File: src/rtl/fifo_byte_packer.sv
// Pops bytes from the async_fifo read port and packs them little-endian into LANES-lane words.
// A level flush emits any partial word together with its valid-lane count.
module fifo_byte_packer #(
  parameter int unsigned DATA_WIDTH = 8,
  parameter int unsigned LANES      = 4
) (
  input  logic                          read_clk,
  input  logic                          read_reset_n,
  input  logic                          fifo_empty,
  input  logic [DATA_WIDTH-1:0]         fifo_read_data,
  output logic                          fifo_read_en,
  input  logic                          flush,
  output logic [DATA_WIDTH*LANES-1:0]   word_data,
  output logic [$clog2(LANES):0]        word_bytes,
  output logic                          word_valid,
  input  logic                          word_ready,
  output logic                          busy
);

  localparam int unsigned LANE_W = $clog2(LANES);
  localparam int unsigned CNT_W  = LANE_W + 1;
  localparam int unsigned OCC_W  = CNT_W + 1;
  localparam int unsigned WORD_W = DATA_WIDTH * LANES;
  localparam logic [CNT_W-1:0] FULL = CNT_W'(LANES);

  logic [CNT_W-1:0]                   r_fill;
  logic                               r_rd_pend;
  logic [LANES-1:0][DATA_WIDTH-1:0]   r_pack;
  logic [WORD_W-1:0]                  r_word_data;
  logic [CNT_W-1:0]                   r_word_bytes;
  logic                               r_word_valid;

  logic                               w_out_free;
  logic                               w_xfer;
  logic                               w_flush_xfer;
  logic                               w_load;
  logic [CNT_W-1:0]                   w_fill_eff;
  logic [OCC_W-1:0]                   w_occupancy;
  logic [LANE_W-1:0]                  w_lane;
  logic [WORD_W-1:0]                  w_out_word;

  // Transfer decisions and pop gating; a full pack draining this edge frees room for a new pop
  always_comb begin
    w_out_free   = !r_word_valid || word_ready;
    w_xfer       = (r_fill == FULL) && w_out_free;
    w_flush_xfer = flush && !r_rd_pend && (r_fill != '0) && (r_fill < FULL) && w_out_free;
    w_load       = w_xfer || w_flush_xfer;
    w_fill_eff   = w_xfer ? '0 : r_fill;
    w_occupancy  = OCC_W'(w_fill_eff) + OCC_W'(r_rd_pend);
    w_lane       = LANE_W'(w_fill_eff);
    fifo_read_en = read_reset_n && !fifo_empty && !flush && (w_occupancy < OCC_W'(LANES));
  end

  // Filled lanes pass through, unfilled lanes read as zero
  always_comb begin
    w_out_word = '0;
    for (int i = 0; i < int'(LANES); i++) begin
      if (CNT_W'(i) < r_fill) begin
        w_out_word[i*DATA_WIDTH +: DATA_WIDTH] = r_pack[i];
      end
    end
  end

  // Pack register: the byte of a pop accepted last cycle lands at the effective fill lane
  always_ff @(posedge read_clk or negedge read_reset_n) begin
    if (!read_reset_n) begin
      r_fill    <= '0;
      r_rd_pend <= 1'b0;
      r_pack    <= '0;
    end else begin
      r_rd_pend <= fifo_read_en;
      if (r_rd_pend) begin
        r_pack[w_lane] <= fifo_read_data;
        r_fill         <= w_fill_eff + CNT_W'(1);
      end else if (w_load) begin
        r_fill <= '0;
      end
    end
  end

  // Output register: loads on a full or flush transfer, drops valid once accepted
  always_ff @(posedge read_clk or negedge read_reset_n) begin
    if (!read_reset_n) begin
      r_word_data  <= '0;
      r_word_bytes <= '0;
      r_word_valid <= 1'b0;
    end else if (w_load) begin
      r_word_data  <= w_out_word;
      r_word_bytes <= w_xfer ? FULL : r_fill;
      r_word_valid <= 1'b1;
    end else if (word_ready) begin
      r_word_valid <= 1'b0;
    end
  end

  assign word_data  = r_word_data;
  assign word_bytes = r_word_bytes;
  assign word_valid = r_word_valid;
  assign busy       = (r_fill != '0) || r_rd_pend || r_word_valid;

endmodule

File: config.mk
export PLATFORM = sky130hd
export DESIGN_NAME = fifo_byte_packer
export DESIGN_NICKNAME = d
export VERILOG_FILES = /design/src/rtl/fifo_byte_packer.sv
export SDC_FILE = /design/constraint.sdc
export NUM_CORES = 1
export LEC_CHECK = 0
export ABC_AREA = 1
export CAP_MARGIN = 20
export CORE_UTILIZATION = 55
export CTS_CLUSTER_DIAMETER = 50
export DETAILED_ROUTE_END_ITERATION = 6
export HOLD_SLACK_MARGIN = 0.02
export PLACE_DENSITY = 0.82
export SETUP_SLACK_MARGIN = 0.15
export SLEW_MARGIN = 20
export SYNTH_ARGS = -nofsm -noshare
export SYNTH_HDL_FRONTEND = slang
export SYNTH_SLANG_ARGS = --single-unit
File: constraint.sdc
create_clock -name read_clk -period 2.9 [get_ports read_clk]
set_input_delay 0.58 -clock read_clk [delete_from_list [all_inputs] [get_ports read_clk]]
set_output_delay 0.58 -clock read_clk [all_outputs]
set_load 0.005 [all_outputs]
==> out/qor.csv, run 1 <==
metric,value,unit
Leak Pwr,2.08,nW
Pint,1.33,mW
Final Setup Violations,0,
Post-CTS Setup Inserts,0,
sequential element share of the synthesized area,58.4,%
fin. max-slew vios,0,
status,"complete, no violations",
clk_skew,0.00881,ns
worst hold path type,primary input to asynchronous set/reset pin,
Post-Syn Nets,364,
clock sink count,72,
GRT Residual Overflow,0,
Synth area leader,dfrtp_1,
fillers,440,
Worst R2R Start,r_fill[1],
Multi-input gate area,996,sq um
crit path launch type,flip-flop,
relative slew slack,40.9,%
Routed wire per std cell,13.5,um
Mapped Cells,351,
sw frac,21.5,%
CTS root buf,clkbuf_8,
cell area power density,454,nW/um^2
area grow syn2layout,20.5,%
CTS buffer count,9,
Clock power frac,37.9,%
routed vias,2431,
data required time at the worst endpoint,2.32,ns
CTS tree,yes,
R2R depth,7,
Area after DPL,3570,sq um
Final ANT Viol Nets,0,
slowest CP cell,dfrtp_1,
R2R Path End,word_data[13],
PortBufs,50,
minimum hold slack,0.458,ns
initial antenna violation count,0,
Crit path depth,6,
Synth area leaders,"dfrtp_1, nand2_1, nand3_1",
final hold vios,0,
DIE AREA,5910,sq um
number of global-route vias before repair,2335,
maximum VDD drop,0.278,mV
GRT Resource Usage Total,24.0,%
IO Count,51,
Routed WL,6.40,mm
first-pass GRT wire length,10.9,mm
Logic pwr share,2.7,%
design area,3720,sq um
crit path DAT,1.92,ns
syn_area_per_cell,8.79,sq um
Sequential Power Share,59.4,%
cell chain of the critical path,"nor2_2, buf_4, inv_1, nor2_1, nand2_1, clkdlybuf4s50_1",
CTS Buffer Depth,2,
final critical-path share of the clock period,86.4,%
R2R setup slack,1.07,ns
Final Critical Period,2.50,ns
DP HPWL,4.18,mm
largest net degree at the start of global routing,73,
#FFs+latches synth,72,
Max H-tree Level,3,
pre-CTS WS,0.216,ns
fmax,0.399,GHz
Final Core Density,70.6,%
clk_lat worst skew,0.34,ns
DRT Pass-1 Iters,4,
GP Congestion,0.804,
RSZ-0062 raised after global routing,false,
Diodes inserted,0,
CP Max Fanout,10,
Setup TNS,0,ns
Worst Tran Pin Value,0.887,ns
# DRC,0,
Reg area,1800,sq um
Die Wd,76.9,um
first-iteration detailed-routing DRC count,198,
critical path endpoint category,primary output,
share of cells above drive strength 1,5.46,%
net switching power,0.364,mW
Top delay family on crit path,buffers and inverters,
Core Box Area,5270,sq um
max-cap violations,0,
Die Y,76.9,um
post-synth top area share,58.4,%
synth unique cells,18,
CTS Hold Buffers Added,0,
Worst path max stage delay,0.46,ns
"Clk pin slew, worst setup/hold paths",0.07,ns
nets,412,
slack of the critical path,0.395,ns
num rows,26,
Synth warnings,0,
Mapped Area,3090,sq um
Buf/Inv on CP,3,
worst setup path class,flip-flop to primary output,
Starting Density,58.5,%
vias per inst,5.14,
[power groups by stage]
stage	clock [mW]	sequential (mW)	combinational (mW)
3_5_place_dp	0	1.02	0.0472
2_1_floorplan	0	1.02	0.00515
3_3_place_gp	0	1.02	0.0472
5_1_grt	0.691	1.00	0.0519
4_1_cts	0.645	1.00	0.0475
6_report	0.640	1.00	0.0463
[layout make-up]
| cell class | count | area share (%) |
|---|---|---|
| clock buffers | 14 | 3.84 |
| repair buffers | 55 | 14.4 |
| multi-input cells | 221 | 26.8 |
| well taps | 70 | 2.36 |
| inverters | 40 | 4.04 |
| clock inverters | 1 | 0.135 |
| flip-flops and latches | 72 | 48.5 |
[placed cells by master (no fill, tap or decap)]
master           instances
dlymetal6s2s_1           1
clkbuf_8                 9
xor2_1                   1
buf_2                    1
nand3_4                  1
inv_1                   40
nand3_1                 37
dfrtp_1                 72
buf_4                    5
clkbuf_1                 5
nand2_4                  1
nor3_2                   1
nand4_1                 10
clkinv_2                 1
o21ai_0                 32
nor2_1                  30
nor2_2                   1
nand2_1                105
nand4_4                  1
clkdlybuf4s50_1         48
nand2_2                  1
[metrics by stage]
step	std cells	power [mW]
after floorplan	351	1.03
after global placement	458	1.07
after detailed placement	458	1.07
after CTS	473	1.70
after global routing	473	1.75
final	473	1.69
[what timing repair did]
item                       in CTS  in global routing
setup endpoints to repair       0                  1
hold endpoints to repair        0                  0
gates resized for setup         0                  1
[logic make-up (layout without fill, tap and decap cells)]
group | after synthesis | count (layout) | share of synthesized area (%)
xor+xnor | 1 | 1 | 0.284
simple gates | 188 | 188 | 26.8
compound gates | 32 | 32 | 5.19
buf+inv | 58 | 110 | 9.33
flops | 72 | 72 | 58.4
[worst register-to-register path: stages, from the launching register on]
cell and delay [ns]:
dfrtp_1 0.48, nor2_2 0.09, buf_4 0.18, inv_1 0.16, nand4_4 0.31, buf_4 0.34
nand3_1 0.09, nand2_1 0.07
[Yosys cell counts (all sizes together)]
master  count
clkbuf      3
o21ai      32
nand2     107
nor3        1
xor2        1
buf        15
dfrtp      72
nand3      38
inv        40
nand4      11
nor2       31
[layer usage]
layer  up-vias  share of wire [%]  global-route usage [%]
li1       1201                  -                       -
met1      1155                 44                    30.1
met2        65                 50                    41.0
met3        10                3.3                    2.86
met4         0                2.2                    12.5
met5         -                  0                       0
[sequential cells by signal, indices dropped and copies added (netlist names)]
| signal | count |
|---|---|
| r_fill | 3 |
| r_pack | 32 |
| r_rd_pend | 1 |
| word_bytes | 3 |
| word_data | 32 |
| word_valid | 1 |
[how the worst max path moves through the flow]
stage	startpoint	to	slack [ns]
finish	r_fill[1]	busy	0.40
global route	r_fill[1]	busy	0.29
CTS	word_ready	fifo_read_en	0.20
detailed placement	word_ready	fifo_read_en	0.22
global placement	word_ready	fifo_read_en	0.25
floorplan	word_ready	fifo_read_en	1.10
(Power assumes the default switching activity.)
==> run 2: changes to the inputs <==
- CTS_CLUSTER_DIAMETER: 50 -> 100
==> results of run 2 <==
Same layout as run 1: the final DEF is identical, and so are final timing and power.
==> run 3: changes to the inputs <==
- CAP_MARGIN: 20 -> 40
==> run 3 against run 2 <==
  * Non-clock buffer count grew 1
  * Combinational power grew 10%
  * Die area is the same
  * Critical path depth is the same
  * Design area grew 0.91%
  * Register-to-register slack is essentially flat
  * Wire length grew 0.59%
  * Worst hold slack lost 0.20 ns
  * Clock skew shrank 0.0034 ns
  * Core utilization grew 0.64 points
  * Total power grew 1.3%
  * Worst setup slack lost 0.0026 ns
  * Largest cell class unchanged
==> out/qor.csv, run 3 (synthesis gave the netlist of run 1 again) <==
metric,value,unit,change
GRT Residual Overflow,0,,unchanged
Starting Density,58.5,%,unchanged
Post-CTS Setup Inserts,0,,unchanged
Worst Tran Pin Value,0.613,ns,-0.274 ns
Routed wire per std cell,13.6,um,+0.59%
Final ANT Viol Nets,0,,unchanged
minimum hold slack,0.255,ns,-0.202 ns
"commonest non-fill, non-tap cells in the layout","nand2_1, dfrtp_1, clkdlybuf4s50_1",,
CTS root buf,clkbuf_8,,
PortBufs,50,,unchanged
Setup TNS,0,ns,unchanged
net switching power,0.364,mW,about the same
slowest CP cell,dfrtp_1,,
Diodes inserted,0,,unchanged
critical path endpoint category,primary output,,
Pint,1.35,mW,+1.6%
vias per inst,5.16,,+0.41%
fmax,0.399,GHz,-0.10%
max-cap violations,0,,unchanged
clock sink count,72,,unchanged
GRT Resource Usage Total,24.5,%,+0.44 points
share of cells above drive strength 1,5.96,%,+0.50 points
nets,413,,+0.24%
Sequential Power Share,58.7,%,-0.7 points
DIE AREA,5910,sq um,unchanged
Die Y,76.9,um,unchanged
IO Count,51,,unchanged
CTS Buffer Depth,2,,unchanged
Routed WL,6.44,mm,+0.59%
CTS tree,yes,,
first-iteration detailed-routing DRC count,160,,-19%
status,"complete, no violations",,
Max H-tree Level,3,,unchanged
worst setup path class,flip-flop to primary output,,
num rows,26,,unchanged
final hold vios,0,,unchanged
crit path DAT,1.93,ns,about the same
Final Setup Violations,0,,unchanged
Power Total,1.71,mW,+1.3%
area grow syn2layout,21.6,%,
GP Congestion,0.804,,unchanged
CP Max Fanout,10,,unchanged
Buf/Inv on CP,3,,unchanged
cell chain of the critical path,"nor2_2, buf_4, inv_1, nor2_1, nand2_1, clkdlybuf4s50_1",,
data required time at the worst endpoint,2.32,ns,about the same
Top delay family on crit path,buffers and inverters,,
RSZ-0062 raised after global routing,false,,
Die Wd,76.9,um,unchanged
Worst path max stage delay,0.46,ns,about the same
# DRC,0,,unchanged
"commonest non-fill, non-tap cell in the layout",nand2_1,,
number of global-route vias before repair,2357,,+0.94%
Core Box Area,5270,sq um,unchanged
"Clk pin slew, worst setup/hold paths",0.07,ns,about the same
sw frac,21.3,%,-0.26 points
maximum VDD drop,0.276,mV,-1.0%
final critical-path share of the clock period,86.5,%,+0.088 points
CTS Hold Buffers Added,0,,unchanged
fillers,449,,+2.0%
clk_skew,0.00542,ns,-0.00339 ns
fin. max-slew vios,0,,unchanged
# resized after CTS,0,,unchanged
DP HPWL,4.26,mm,+2.0%
Final Critical Period,2.51,ns,+0.00256 ns
first-pass GRT wire length,11.0,mm,+0.96%
initial antenna violation count,0,,unchanged
cell area power density,456,nW/um^2,+0.39%
DRT Pass-1 Iters,4,,unchanged
clk_lat worst skew,0.34,ns,about the same
Clock power frac,38.4,%,+0.5 points
routed vias,2441,,+0.41%
crit path launch type,flip-flop,,
Logic pwr share,3.0,%,+0.3 points
relative slew slack,59.0,%,+18 points
CTS buffer count,9,,unchanged
largest net degree at the start of global routing,48,,-34%
worst hold path type,primary input to asynchronous set/reset pin,,
Leak Pwr,2.10,nW,+0.84%
run 3: cell count changes in the layout (fill, tap and decap cells not counted):
cell / change
clkbuf_8: +1
buf_16: +1
clkbuf_1: -2
run 3: metrics by stage:
stage	instance area, sq um	utilization (%)	worst slack [ns]	instances
2_1_floorplan	3090	-	1.10	351
4_1_cts	3750	71.2	0.191	473
5_1_grt	3750	71.2	0.298	473
3_5_place_dp	3600	68.2	0.215	459
3_3_place_gp	3570	67.7	0.252	458
6_report	3750	71.2	0.393	473
run 3: cell type report:
cell class | count | area (sq um) | share of cell area, %
sequential | 72 | 1800 | 48.0
tap | 70 | 87.6 | 2.33
inverter | 40 | 150 | 4.00
clock buffer | 13 | 149 | 3.97
timing repair buffer | 56 | 563 | 15.0
clock inverter | 1 | 5.00 | 0.133
multi-input combinational | 221 | 996 | 26.5
run 3: final timing paths:
kind                              start       endpoint  slack, ns  depth (start not counted)
max in group asynchronous  read_reset_n      r_pack[6]       2.12                          3
hold reg to reg              r_pack[29]     r_pack[29]       0.49                          2
hold / removal             read_reset_n      r_rd_pend       0.26                          2
min in group read_clk        r_pack[29]     r_pack[29]       0.49                          2
setup / recovery              r_fill[1]           busy       0.39                          6
setup reg to reg              r_fill[1]  word_data[26]       1.08                          7
run 3: metal layers:
metal  vias up  global-route usage (%)  wire [um]
li1       1198                       -          -
met1      1177                    30.2       2760
met2        51                    40.9       3290
met3        15                    4.05        204
met4         0                    13.7        184
met5         -                       0          0
run 3: power groups by stage:
stage | registers (mW) | clock network [mW] | logic [mW]
after floorplan | 1.02 | 0 | 0.00515
after global placement | 1.02 | 0 | 0.0472
after detailed placement | 1.02 | 0 | 0.0521
after CTS | 1.00 | 0.667 | 0.0526
after global routing | 1.00 | 0.722 | 0.0568
final | 1.00 | 0.657 | 0.0510
